`src/rtl/id_ex_stage.sv`:
```
// id_ex_stage: ID/EX pipeline register feeding the EX-stage ALU.
//   Captures the decoded instruction bundle every clock, honouring flush
//   (bubble) over stall (hold, refreshed by MEM/WB write-back) over load.
//   Resolves EX/MEM and MEM/WB forwarding on the registered rs/rt values,
//   selects ALU operands, and flags load-use hazards for the front end.
// Ports:
//   clk, rst_n                     clock, async active-low reset
//   id_*                           decoded instruction from ID
//   stall, flush                   pipeline control from hazard logic
//   mem_wr_en/idx, mem_fwd_data    EX/MEM forwarding source
//   wb_wr_en/idx,  wb_fwd_data     MEM/WB forwarding source
//   ex_valid, ex_alu_a/b/op        ALU inputs for the EX stage
//   ex_store_data                  forwarded rt for stores
//   ex_wr_en/idx, ex_mem_rd/wr     registered destination/memory control
//   load_use_hazard                stall request to PC/IF-ID
module id_ex_stage #(
  parameter int unsigned DATA_W = 32,
  parameter int unsigned IDX_W  = 5,
  parameter int unsigned OP_W   = 4
) (
  input  logic              clk,
  input  logic              rst_n,
  input  logic              id_valid,
  input  logic [IDX_W-1:0]  id_rs_idx,
  input  logic [IDX_W-1:0]  id_rt_idx,
  input  logic [DATA_W-1:0] id_rs_data,
  input  logic [DATA_W-1:0] id_rt_data,
  input  logic [DATA_W-1:0] id_imm,
  input  logic [4:0]        id_shamt,
  input  logic [OP_W-1:0]   id_alu_op,
  input  logic              id_a_sel,
  input  logic              id_b_sel,
  input  logic              id_wr_en,
  input  logic [IDX_W-1:0]  id_wr_idx,
  input  logic              id_mem_rd,
  input  logic              id_mem_wr,
  input  logic              stall,
  input  logic              flush,
  input  logic              mem_wr_en,
  input  logic [IDX_W-1:0]  mem_wr_idx,
  input  logic [DATA_W-1:0] mem_fwd_data,
  input  logic              wb_wr_en,
  input  logic [IDX_W-1:0]  wb_wr_idx,
  input  logic [DATA_W-1:0] wb_fwd_data,
  output logic              ex_valid,
  output logic [DATA_W-1:0] ex_alu_a,
  output logic [DATA_W-1:0] ex_alu_b,
  output logic [OP_W-1:0]   ex_alu_op,
  output logic [DATA_W-1:0] ex_store_data,
  output logic              ex_wr_en,
  output logic [IDX_W-1:0]  ex_wr_idx,
  output logic              ex_mem_rd,
  output logic              ex_mem_wr,
  output logic              load_use_hazard
);

  localparam int unsigned SHAMT_W = 5;

  // Registered instruction bundle held in the ID/EX stage.
  typedef struct packed {
    logic               valid;
    logic [IDX_W-1:0]   rs_idx;
    logic [IDX_W-1:0]   rt_idx;
    logic [DATA_W-1:0]  rs_data;
    logic [DATA_W-1:0]  rt_data;
    logic [DATA_W-1:0]  imm;
    logic [SHAMT_W-1:0] shamt;
    logic [OP_W-1:0]    alu_op;
    logic               a_sel;
    logic               b_sel;
    logic               wr_en;
    logic [IDX_W-1:0]   wr_idx;
    logic               mem_rd;
    logic               mem_wr;
  } ex_bundle_t;

  ex_bundle_t r_ex;
  ex_bundle_t w_ex_nxt;

  logic w_mem_hit_rs;
  logic w_mem_hit_rt;
  logic w_wb_hit_rs;
  logic w_wb_hit_rt;
  logic [DATA_W-1:0] w_fwd_rs;
  logic [DATA_W-1:0] w_fwd_rt;

  // Forwarding source matches against the registered indices; $0 never matches.
  assign w_mem_hit_rs = mem_wr_en && (mem_wr_idx != '0) && (mem_wr_idx == r_ex.rs_idx);
  assign w_mem_hit_rt = mem_wr_en && (mem_wr_idx != '0) && (mem_wr_idx == r_ex.rt_idx);
  assign w_wb_hit_rs  = wb_wr_en  && (wb_wr_idx  != '0) && (wb_wr_idx  == r_ex.rs_idx);
  assign w_wb_hit_rt  = wb_wr_en  && (wb_wr_idx  != '0) && (wb_wr_idx  == r_ex.rt_idx);

  // Next bundle: flush beats stall beats load.
  always_comb begin
    w_ex_nxt = r_ex;
    if (flush) begin
      w_ex_nxt = '0;
    end else if (stall) begin
      // A value retiring through WB while we hold would otherwise be lost.
      if (w_wb_hit_rs) w_ex_nxt.rs_data = wb_fwd_data;
      if (w_wb_hit_rt) w_ex_nxt.rt_data = wb_fwd_data;
    end else begin
      w_ex_nxt.valid   = id_valid;
      w_ex_nxt.rs_idx  = id_rs_idx;
      w_ex_nxt.rt_idx  = id_rt_idx;
      w_ex_nxt.rs_data = id_rs_data;
      w_ex_nxt.rt_data = id_rt_data;
      w_ex_nxt.imm     = id_imm;
      w_ex_nxt.shamt   = id_shamt;
      w_ex_nxt.a_sel   = id_a_sel;
      w_ex_nxt.b_sel   = id_b_sel;
      w_ex_nxt.wr_idx  = id_wr_idx;
      // Control fields are gated so an invalid ID slot becomes a bubble.
      w_ex_nxt.alu_op  = id_valid ? id_alu_op : '0;
      w_ex_nxt.wr_en   = id_valid & id_wr_en;
      w_ex_nxt.mem_rd  = id_valid & id_mem_rd;
      w_ex_nxt.mem_wr  = id_valid & id_mem_wr;
    end
  end

  // Stage register.
  always_ff @(posedge clk or negedge rst_n) begin
    if (!rst_n) begin
      r_ex <= '0;
    end else begin
      r_ex <= w_ex_nxt;
    end
  end

  // Operand forwarding, EX/MEM is the younger producer so it wins.
  always_comb begin
    w_fwd_rs = r_ex.rs_data;
    w_fwd_rt = r_ex.rt_data;
    if (w_mem_hit_rs)     w_fwd_rs = mem_fwd_data;
    else if (w_wb_hit_rs) w_fwd_rs = wb_fwd_data;
    if (w_mem_hit_rt)     w_fwd_rt = mem_fwd_data;
    else if (w_wb_hit_rt) w_fwd_rt = wb_fwd_data;
  end

  assign ex_valid      = r_ex.valid;
  assign ex_alu_a      = r_ex.a_sel ? DATA_W'(r_ex.shamt) : w_fwd_rs;
  assign ex_alu_b      = r_ex.b_sel ? r_ex.imm : w_fwd_rt;
  assign ex_alu_op     = r_ex.alu_op;
  assign ex_store_data = w_fwd_rt;
  assign ex_wr_en      = r_ex.wr_en;
  assign ex_wr_idx     = r_ex.wr_idx;
  assign ex_mem_rd     = r_ex.mem_rd;
  assign ex_mem_wr     = r_ex.mem_wr;

  // Conservative: flagged even if the matching source operand is unused.
  assign load_use_hazard = r_ex.valid && r_ex.mem_rd && (r_ex.wr_idx != '0) && id_valid &&
                           ((id_rs_idx == r_ex.wr_idx) || (id_rt_idx == r_ex.wr_idx));

endmodule
```
`config.mk`:
```
export PLATFORM = sky130hd
export DESIGN_NAME = id_ex_stage
export DESIGN_NICKNAME = d
export VERILOG_FILES = /design/src/rtl/id_ex_stage.sv
export SDC_FILE = /design/constraint.sdc
export NUM_CORES = 1
export LEC_CHECK = 0
export CAP_MARGIN = 20
export CELL_PAD_IN_SITES_DETAIL_PLACEMENT = 1
export CELL_PAD_IN_SITES_GLOBAL_PLACEMENT = 2
export CORE_MARGIN = 3
export CORE_UTILIZATION = 25
export DETAILED_ROUTE_END_ITERATION = 10
export PLACE_DENSITY_LB_ADDON = 0.1
export SLEW_MARGIN = 0
export SYNTH_ARGS = -nofsm -noshare
export SYNTH_HDL_FRONTEND = slang
export SYNTH_SLANG_ARGS = --single-unit
```
`constraint.sdc`:
```
create_clock -name clk -period 2.9 [get_ports clk]
set_input_delay 0.58 -clock clk [delete_from_list [all_inputs] [get_ports clk]]
set_output_delay 0.58 -clock clk [all_outputs]
set_load 0.005 [all_outputs]
```
======== Word level (Yosys, flattened, before mapping) ========
Index checks and enable logic that the tools add are counted.
word-level totals
  register bits ........................... 126
  output and inout port bits .............. 110
  logic and storage cells ................. 49
cells by class
  equal/unequal tests ..................... 7
  multiplexer cells ....................... 11
  bitwise logic cells ..................... 3
  reductions and logical operators ........ 14
operator list
  operator                                                                  number
  32-bit two-way mux                                                        6
  126-bit two-way mux                                                       1
  64-bit two-way mux                                                        1
  51-bit two-way mux                                                        1
  5-bit equality test                                                       6
  5-bit nonzero test                                                        3
  11-bit two-way mux                                                        1
  1-bit logical AND                                                         10
  4-bit two-way mux                                                         1
  1-bit bitwise AND                                                         3
  2-bit by 1-bit inequality test with 1-bit output (second input constant)  1
  1-bit logical OR                                                          1

======== Longest topological paths before layout ========
Gate-level depths: netlist (run 1).
  depth in word-level cells ............... 6
  mapped depth ............................ 7

======== Worst setup path before layout (run 1) ========
OpenSTA, ideal clock, no wires.
  kind .................................... input port to output port
  from .................................... input wb_wr_idx[4]
  to ...................................... output ex_alu_a[0]
  arrival ................................. 2131 ps
  data required time ...................... 2320 ps
  slack ................................... 189 ps
  stages on the path ...................... 7
  buffers on the path ..................... 2
  cell sequence ........................... or4_1 > o21a_1 > and3_1 > buf_6 > buf_8 > o211a_1 > o31ai_2
between the ends
  longest elaborated chain between the ends .. 6
  elaborated cells on any way between the ends .. 7
  those cells by class .................... 1 x eq/ne; 3 x mux; 3 x reduce/logical
RTL lines
  what                    RTL line  source
  from (decl)             43        input logic [IDX_W-1:0] wb_wr_idx,
  5-bit nonzero test      90        assign w_wb_hit_rs = wb_wr_en && (wb_wr_idx != '0) && (wb_wr_idx == r_ex.rs_idx);
  1-bit logical AND       90
  1-bit logical AND (*)   90
  32-bit two-way mux (*)  --
  32-bit two-way mux (*)  134       if (w_mem_hit_rs) w_fwd_rs = mem_fwd_data;
  32-bit two-way mux (*)  141       assign ex_alu_a = r_ex.a_sel ? DATA_W'(r_ex.shamt) : w_fwd_rs;
  to (decl)               46        output logic [DATA_W-1:0] ex_alu_a,
Every way passes the cells marked *; elsewhere a longest branch is shown, timed or not.

======== Worst setup path after layout (run 1) ========
  from .................................... input wb_wr_idx[1]
  to ...................................... output ex_alu_b[0]
between the ends
  longest elaborated chain between the ends .. 6
  elaborated cells on any way between the ends .. 7
  those cells by class .................... 1 x eq/ne; 3 x mux; 3 x reduce/logical
RTL lines
  what                    RTL line  source
  5-bit nonzero test      91        assign w_wb_hit_rt = wb_wr_en && (wb_wr_idx != '0) && (wb_wr_idx == r_ex.rt_idx);
  1-bit logical AND       91
  1-bit logical AND (*)   91
  32-bit two-way mux (*)  137       else if (w_wb_hit_rt) w_fwd_rt = wb_fwd_data;
  32-bit two-way mux (*)  136       if (w_mem_hit_rt) w_fwd_rt = mem_fwd_data;
  32-bit two-way mux (*)  142       assign ex_alu_b = r_ex.b_sel ? r_ex.imm : w_fwd_rt;
  to (decl)               47        output logic [DATA_W-1:0] ex_alu_b,
Marks and branches as above.

==> impl_metrics.toml, run 1 <==
[floorplan]
core_um2 = 31000
fp-row-count = 64
ios = 316
die_w_um = 184
dieArea_um2 = 34000
initial_core_util_pct = 25.7
die_h_um = 184

[setup_path]
critPathLaunchType = "input port"
end_kind = "output port"
cp.arrival_ns = 2.60
cp_cell_sequence = "buf_6, or4_4, buf_6, o21a_4, buf_12, a31o_4, and3_4, o31ai_4, buf_2"
cp.required_ns = 2.32
crit_cells = 9
cpMaxStageDelayCell = "or4_4"
crit_path_max_fanout = 5
critical_path_class = "in -> out"
crit_path_frequent_cell = "buf_6"
critPathBufInv = 4
crit_family = "simple AND/OR/NAND/NOR gates"
rr_worst_depth = 15
max_stage_delay_ns = 0.56

[logic_synthesis]
async_reset_ff_share_pct = 100
yosysSeqAreaShare_pct = 39.7
synthTopCellsByArea = "dfrtp_1 40%, mux2i_1 11%, nor2_1 11%"
synth_top_family_by_area = "compound AO/OA/AOI/OAI gates"
synth-edff-count = 0
ys_seq_elements = 126
synth_fa_ha_area_share_pct = 0
yosysTopAreaCell = "dfrtp_1"
synth_xor_area_share_pct = 3.31
ys_warn_count = 0
synth.top_cell.area_share_pct = 39.7
dominantRegCellSynth = "dfrtp_1"
synthSimpleGateAreaFrac_pct = 19.0
synth.distinct_cells = 36
synth_mux_area_share_pct = 11.0
avgSynthCellArea_um2 = 8.90
synthCells = 893
synth_nets = 1099
synth_compound_area_share_pct = 19.7
syn_area_um2 = 7950

[sta]
hold_violations = 0
skew_ns = 0.00936
max_freq_ghz = 0.315
finalMaxSlewViolations = 0
setup_ws_ns = -0.277
final.min_clock_period_ns = 3.18
tightestPinTransition_ns = 1.08
setup_violations = 96
rsz0062_at_grt = "true"
relSlewSlack_pct = 28.0
min_period_over_period_pct = 110
hold-worst-slack_ns = 0.133

[job]
max-cap-violations = 0

[global_route]
grt-ovfl-total = 0
grt_usage_pct = 23.4
first_global_vias = 9631
grt_max_degree = 80
antenna_found_initial = 3
grt_pass1_wl_mm = 60.2

[cts]
hold_buffers = 0
cts_made_buffers = 17
cts_root_buf = "clkbuf_16"
h-tree-depth = 4
clk_latency_ns = 0.42
path_clk_slew_ns = 0.06
cts_sinks = 126
cts_buffer_depth = 2
cts_tree = "yes"

[routing]
vias = 8798
routed_wl_mm = 40.6
drtAntennaViolNets = 0
drc = 0
wl_per_cell_um = 22.9
first_pass_iters = 4
vias_per_cell = 4.97
drtIter0Drc = 397

[power_and_ir_drop]
p_comb_share_pct = 27.4
p_leak_uw = 0.00667
ir_worst_vdd_v = 0.000333
p_int_uw = 4490
p_switching_uw = 1770
p_total_uw = 6260
p_sw_share_pct = 28.3
cellPowerDensity_nw_per_um2 = 418
seqPwrFrac_pct = 31.3
p_clk_share_pct = 41.3

[final_layout]
final_nets = 1567
stdcell_area_um2 = 15000
final_layout_size_suffix_gt1_share_pct = 40.0
fin_util_pct = 48.4
area_delta_synth_final_pct = 88.7
instances_no_fill = 1771

[placed_design]
dp_cells = 1617
dpl_cell_area_um2 = 12200
gp_congestion = 0.796
hpwl_mm = 24.8
portBuffers = 315

[outcome]
outcome = "finished with violations"
violations = "negative setup slack"

[min_path]
hp-class = "in -> async"
[per-layer routing]
layer  vias to the layer above  GRT usage [%]  part of all wire, %
met3                        28           5.15                  5.3
met4                         4           5.02                  1.1
met5                         -              0                0.079
li1                       4154              -                    -
met2                       234           40.6                   50
met1                      4378           30.0                   44
[Yosys cell counts, types with 10 or more instances]
library cell	instances
and3_1	33
clkbuf_1	53
dfrtp_1	126
nor2_1	226
a31o_1	23
nand2_1	38
a311oi_1	27
inv_1	31
a211oi_1	60
xnor2_1	12
buf_1	11
o31ai_2	28
nand4_1	32
mux2i_1	87
xor2_1	18
buf_2	11
buf_4	10
[per-stage QoR]
stage	worst slack (ns)	TNS, ns
after floorplan	0.189	0
after global placement	-1.00	-79.69
after detailed placement	-1.05	-82.83
after CTS	-0.313	-13.94
after global routing	-0.337	-22.49
final	-0.277	-15.91
[worst register-to-register path: cells and delay by family (launching register included)]
family          cells  cell delay [ns]
buf+inv            11             1.39
flops               1             0.47
simple gates        2             0.33
compound gates      1             0.28
xor+xnor            1             0.21
[state kept, by name, summed over array words and instances (netlist names)]
name and cells:
r_ex 113, ex_mem_rd 1, ex_mem_wr 1, ex_wr_en 1, ex_alu_op 4, ex_valid 1, ex_wr_idx 5
[repair_timing]
action / CTS / global route
pin swaps: 142 / 93
setup buffers: 100 / 38
gates resized for setup: 615 / 91
setup endpoints to repair: 96 / 100
gates cloned: 18 / 2
[kinds of logic after synthesis]
kind of cell,after synthesis
multiplexers,87
AND/OR/NAND/NOR,348
XOR/XNOR,30
buffers and inverters,124
AO/OA/AOI/OAI,178
flip-flops,126
[path summary, 6_finish.rpt]
kind                                            start              endpoint  slack [ns]
worst max-delay path                     wb_wr_idx[1]           ex_alu_b[0]       -0.28
worst min-delay path                            rst_n  r_ex[39]$_DFFE_PN0P_        0.13
min in group clk                 r_ex[48]$_DFFE_PN0P_  r_ex[48]$_DFFE_PN0P_        0.53
worst max register to register  r_ex[117]$_DFFE_PN0P_    r_ex[77]$_DFF_PN0_        0.12
max in group asynchronous                       rst_n    r_ex[92]$_DFF_PN0_        2.03
worst min register to register   r_ex[48]$_DFFE_PN0P_  r_ex[48]$_DFFE_PN0P_        0.53
[cell usage in the layout (no fill, tap or decap), types with 9 or more instances in the layout]
master,synthesis,layout
clkdlybuf4s50_1,0,204
buf_12,0,38
nor2_2,0,26
o31ai_2,28,24
nor2_4,0,15
o211a_1,9,9
mux2i_2,0,11
nor2_1,226,185
a211oi_2,0,19
o31ai_4,0,11
xor2_1,18,13
and3_4,0,27
buf_2,11,98
nand4_1,32,32
dfrtp_1,126,119
buf_6,5,46
mux2i_1,87,65
a311oi_1,27,23
mux2i_4,0,11
a31o_1,23,21
clkbuf_16,0,19
nand2_1,38,38
buf_16,0,10
a211oi_1,60,41
inv_1,31,31
buf_4,10,130
[power groups by stage]
stage,logic [uW],registers (uW),clock network [uW]
global placement,1470,1970,0
floorplan,586,1940,0
global route,1850,1970,2720
CTS,1640,1950,2640
detailed placement,1480,1970,0
finish,1720,1960,2590
[area by class of cell]
cell class	instances	area, um2
fill	3419	16000
timing repair buffer	541	5310
multi-input combinational	644	5220
sequential	126	3160
tap	396	495
clock buffer	20	457
clock inverter	12	231
inverter	31	116
antenna	1	2.50
(Power assumes the default switching activity.)
==> inputs of run 2 (changes only) <==
--- a/config.mk
+++ b/config.mk
@@ -16,3 +16,4 @@
 export SYNTH_ARGS = -nofsm -noshare
 export SYNTH_HDL_FRONTEND = slang
 export SYNTH_SLANG_ARGS = --single-unit
+export TNS_END_PERCENT = 100
==> constraint.sdc (replaced) <==
create_clock -name clk -period 2.9 [get_ports clk]
set_input_delay 0.58 -clock clk [delete_from_list [all_inputs] [get_ports clk]]
set_output_delay 0.58 -clock clk [all_outputs]
set_load 0.02 [all_outputs]
==> impl_metrics.toml, run 2 (synthesis gave the netlist of run 1 again) <==
[outcome]
outcome = "finished with violations"
violations = "negative setup slack"

[cts]
cts_made_buffers = 17
h-tree-depth = 4
cts_tree = "yes"
clk_latency_ns = 0.43
cts_sinks = 126
cts_root_buf = "clkbuf_16"
path_clk_slew_ns = 0.06
cts_buffer_depth = 2
hold_buffers = 0

[setup_path]
critical_path_class = "in -> out"
crit_path_max_fanout = 5
crit_family = "simple AND/OR/NAND/NOR gates"
cp_cell_sequence = "buf_6, or4_4, o21a_4, and3_4, buf_12, buf_12, mux2i_4, a211oi_2, buf_4"
cp.required_ns = 2.32
critPathBufInv = 4
cpMaxStageDelayCell = "or4_4"
crit_path_frequent_cell = "buf_12"
max_stage_delay_ns = 0.52
cp.arrival_ns = 2.56
critPathLaunchType = "input port"
end_kind = "output port"

[routing]
wl_per_cell_um = 23.7
drc = 0
drtAntennaViolNets = 0
vias = 8960
routed_wl_mm = 42.5
first_pass_iters = 4
vias_per_cell = 5.00
drtIter0Drc = 390

[sta]
min_period_over_period_pct = 108
tightestPinTransition_ns = 0.811
setup_violations = 96
skew_ns = 0.00777
finalMaxSlewViolations = 0
setup_ws_ns = -0.245
max_freq_ghz = 0.318
hold_violations = 0
final.min_clock_period_ns = 3.14
rsz0062_at_grt = "true"
relSlewSlack_pct = 45.9

[floorplan]
fp-row-count = 64
core_um2 = 31000
dieArea_um2 = 34000
die_h_um = 184
initial_core_util_pct = 25.7
die_w_um = 184
ios = 316

[final_layout]
final_nets = 1582
fillerInstances = 3315
final_common_cell = "buf_4"
largest_register_ffs = 113
final_layout_size_suffix_gt1_share_pct = 44.3
regMostFlops = "r_ex"
fin_util_pct = 51.4
final_cell_mix = "207 x buf_4, 203 x clkdlybuf4s50_1, 155 x nor2_1, 120 x dfrtp_1, 74 x buf_6"
area_delta_synth_final_pct = 100

[power_and_ir_drop]
p_leak_uw = 0.00679
cellPowerDensity_nw_per_um2 = 403
p_total_uw = 6420
ir_worst_vdd_v = 0.000375

[placed_design]
gp_congestion = 0.768
portBuffers = 315
hpwl_mm = 24.9

[global_route]
grt_pass1_wl_mm = 59.7
antenna_found_initial = 8
use_met3_pct = 5.37
grt-ovfl-total = 0
first_global_vias = 9555
use_met1_pct = 30.9
top_usage_layer = "met2"
grt_max_degree = 65
use_met2_pct = 37.3
grt_usage_pct = 23.1

[min_path]
hp-class = "in -> async"

[job]
max-cap-violations = 0
-- run 2: cell type report --
type                    instances  area, um2  share of cell area (%)
repair buffers                556       5860                    36.8
well taps                     396        495                    3.11
clock buffers                  17        425                    2.67
flip-flops and latches        126       3160                    19.8
inverters                      31        116                   0.730
clock inverters                15        210                    1.32
diodes                          6       15.0                  0.0942
multi-input cells             644       5650                    35.5
-- run 2: where the power goes --
part	switching [uW]	internal, uW	total, uW	leakage, uW
registers	87.5	1870	1950	0.00165
clock network	919	1450	2370	0.000293
logic	1000	1090	2090	0.00485
-- run 2: what timing repair did --
item / in CTS / in global routing
setup endpoints to repair: 97 / 103
gates cloned: 16 / 13
buffers inserted: 99 / 37
gates resized for setup: 780 / 124
pin swaps: 106 / 111
-- run 2: worst register-to-register path, delay by kind of cell, from the launching register on --
family | cells | cell delay (ns)
and+or+nand+nor | 2 | 0.40
AOI/OAI and AO/OA | 1 | 0.27
xor gates and xnor gates | 1 | 0.17
DFF | 1 | 0.44
buffers and inverters | 11 | 1.48
-- run 2: path summary, 6_finish.rpt --
check                                       from                   end  slack (ns)  depth (start not counted)
max                                 wb_wr_idx[0]          ex_alu_a[12]       -0.24                          9
min                                        rst_n  r_ex[39]$_DFFE_PN0P_        0.09                          1
max reg2reg                r_ex[119]$_DFFE_PN0P_    r_ex[65]$_DFF_PN0_        0.02                         15
min reg2reg                 r_ex[16]$_DFFE_PN0P_  r_ex[16]$_DFFE_PN0P_        0.53                          2
max in group asynchronous                  rst_n   r_ex[8]$_DFFE_PN0P_        2.13                          2
min in group clk            r_ex[16]$_DFFE_PN0P_  r_ex[16]$_DFFE_PN0P_        0.53                          2
-- run 2: routing by layer --
metal  share of wire [%]  wire length, um  up-vias
met5               0.097               41        -
met4                 1.7              737        6
met3                 4.9             2090       44
met2                  47            20100      253
met1                  46            19500     4473
li1                    -                -     4184
-- run 2: through the flow --
step	TNS (ns)	hold slack, ns	instances	cell area (um2)	setup slack (ns)
floorplan	0	0.284	893	8090	0.00139
global placement	-93.24	0.506	1606	12200	-1.14
detailed placement	-94.41	0.517	1606	12200	-1.12
CTS	-13.75	0.0892	1752	14900	-0.241
global route	-20.99	0.107	1790	15900	-0.314
finish	-14.88	0.0866	1791	15900	-0.245
==> inputs of run 3 (changes only) <==
--- a/config.mk
+++ b/config.mk
@@ -5,6 +5,7 @@
 export SDC_FILE = /design/constraint.sdc
 export NUM_CORES = 1
 export LEC_CHECK = 0
+export ABC_CLOCK_PERIOD_IN_PS = 2900
 export CAP_MARGIN = 20
 export CELL_PAD_IN_SITES_DETAIL_PLACEMENT = 1
 export CELL_PAD_IN_SITES_GLOBAL_PLACEMENT = 2
==> results of run 3 <==
No change in the layout: final DEF, timing and power equal those of run 2.
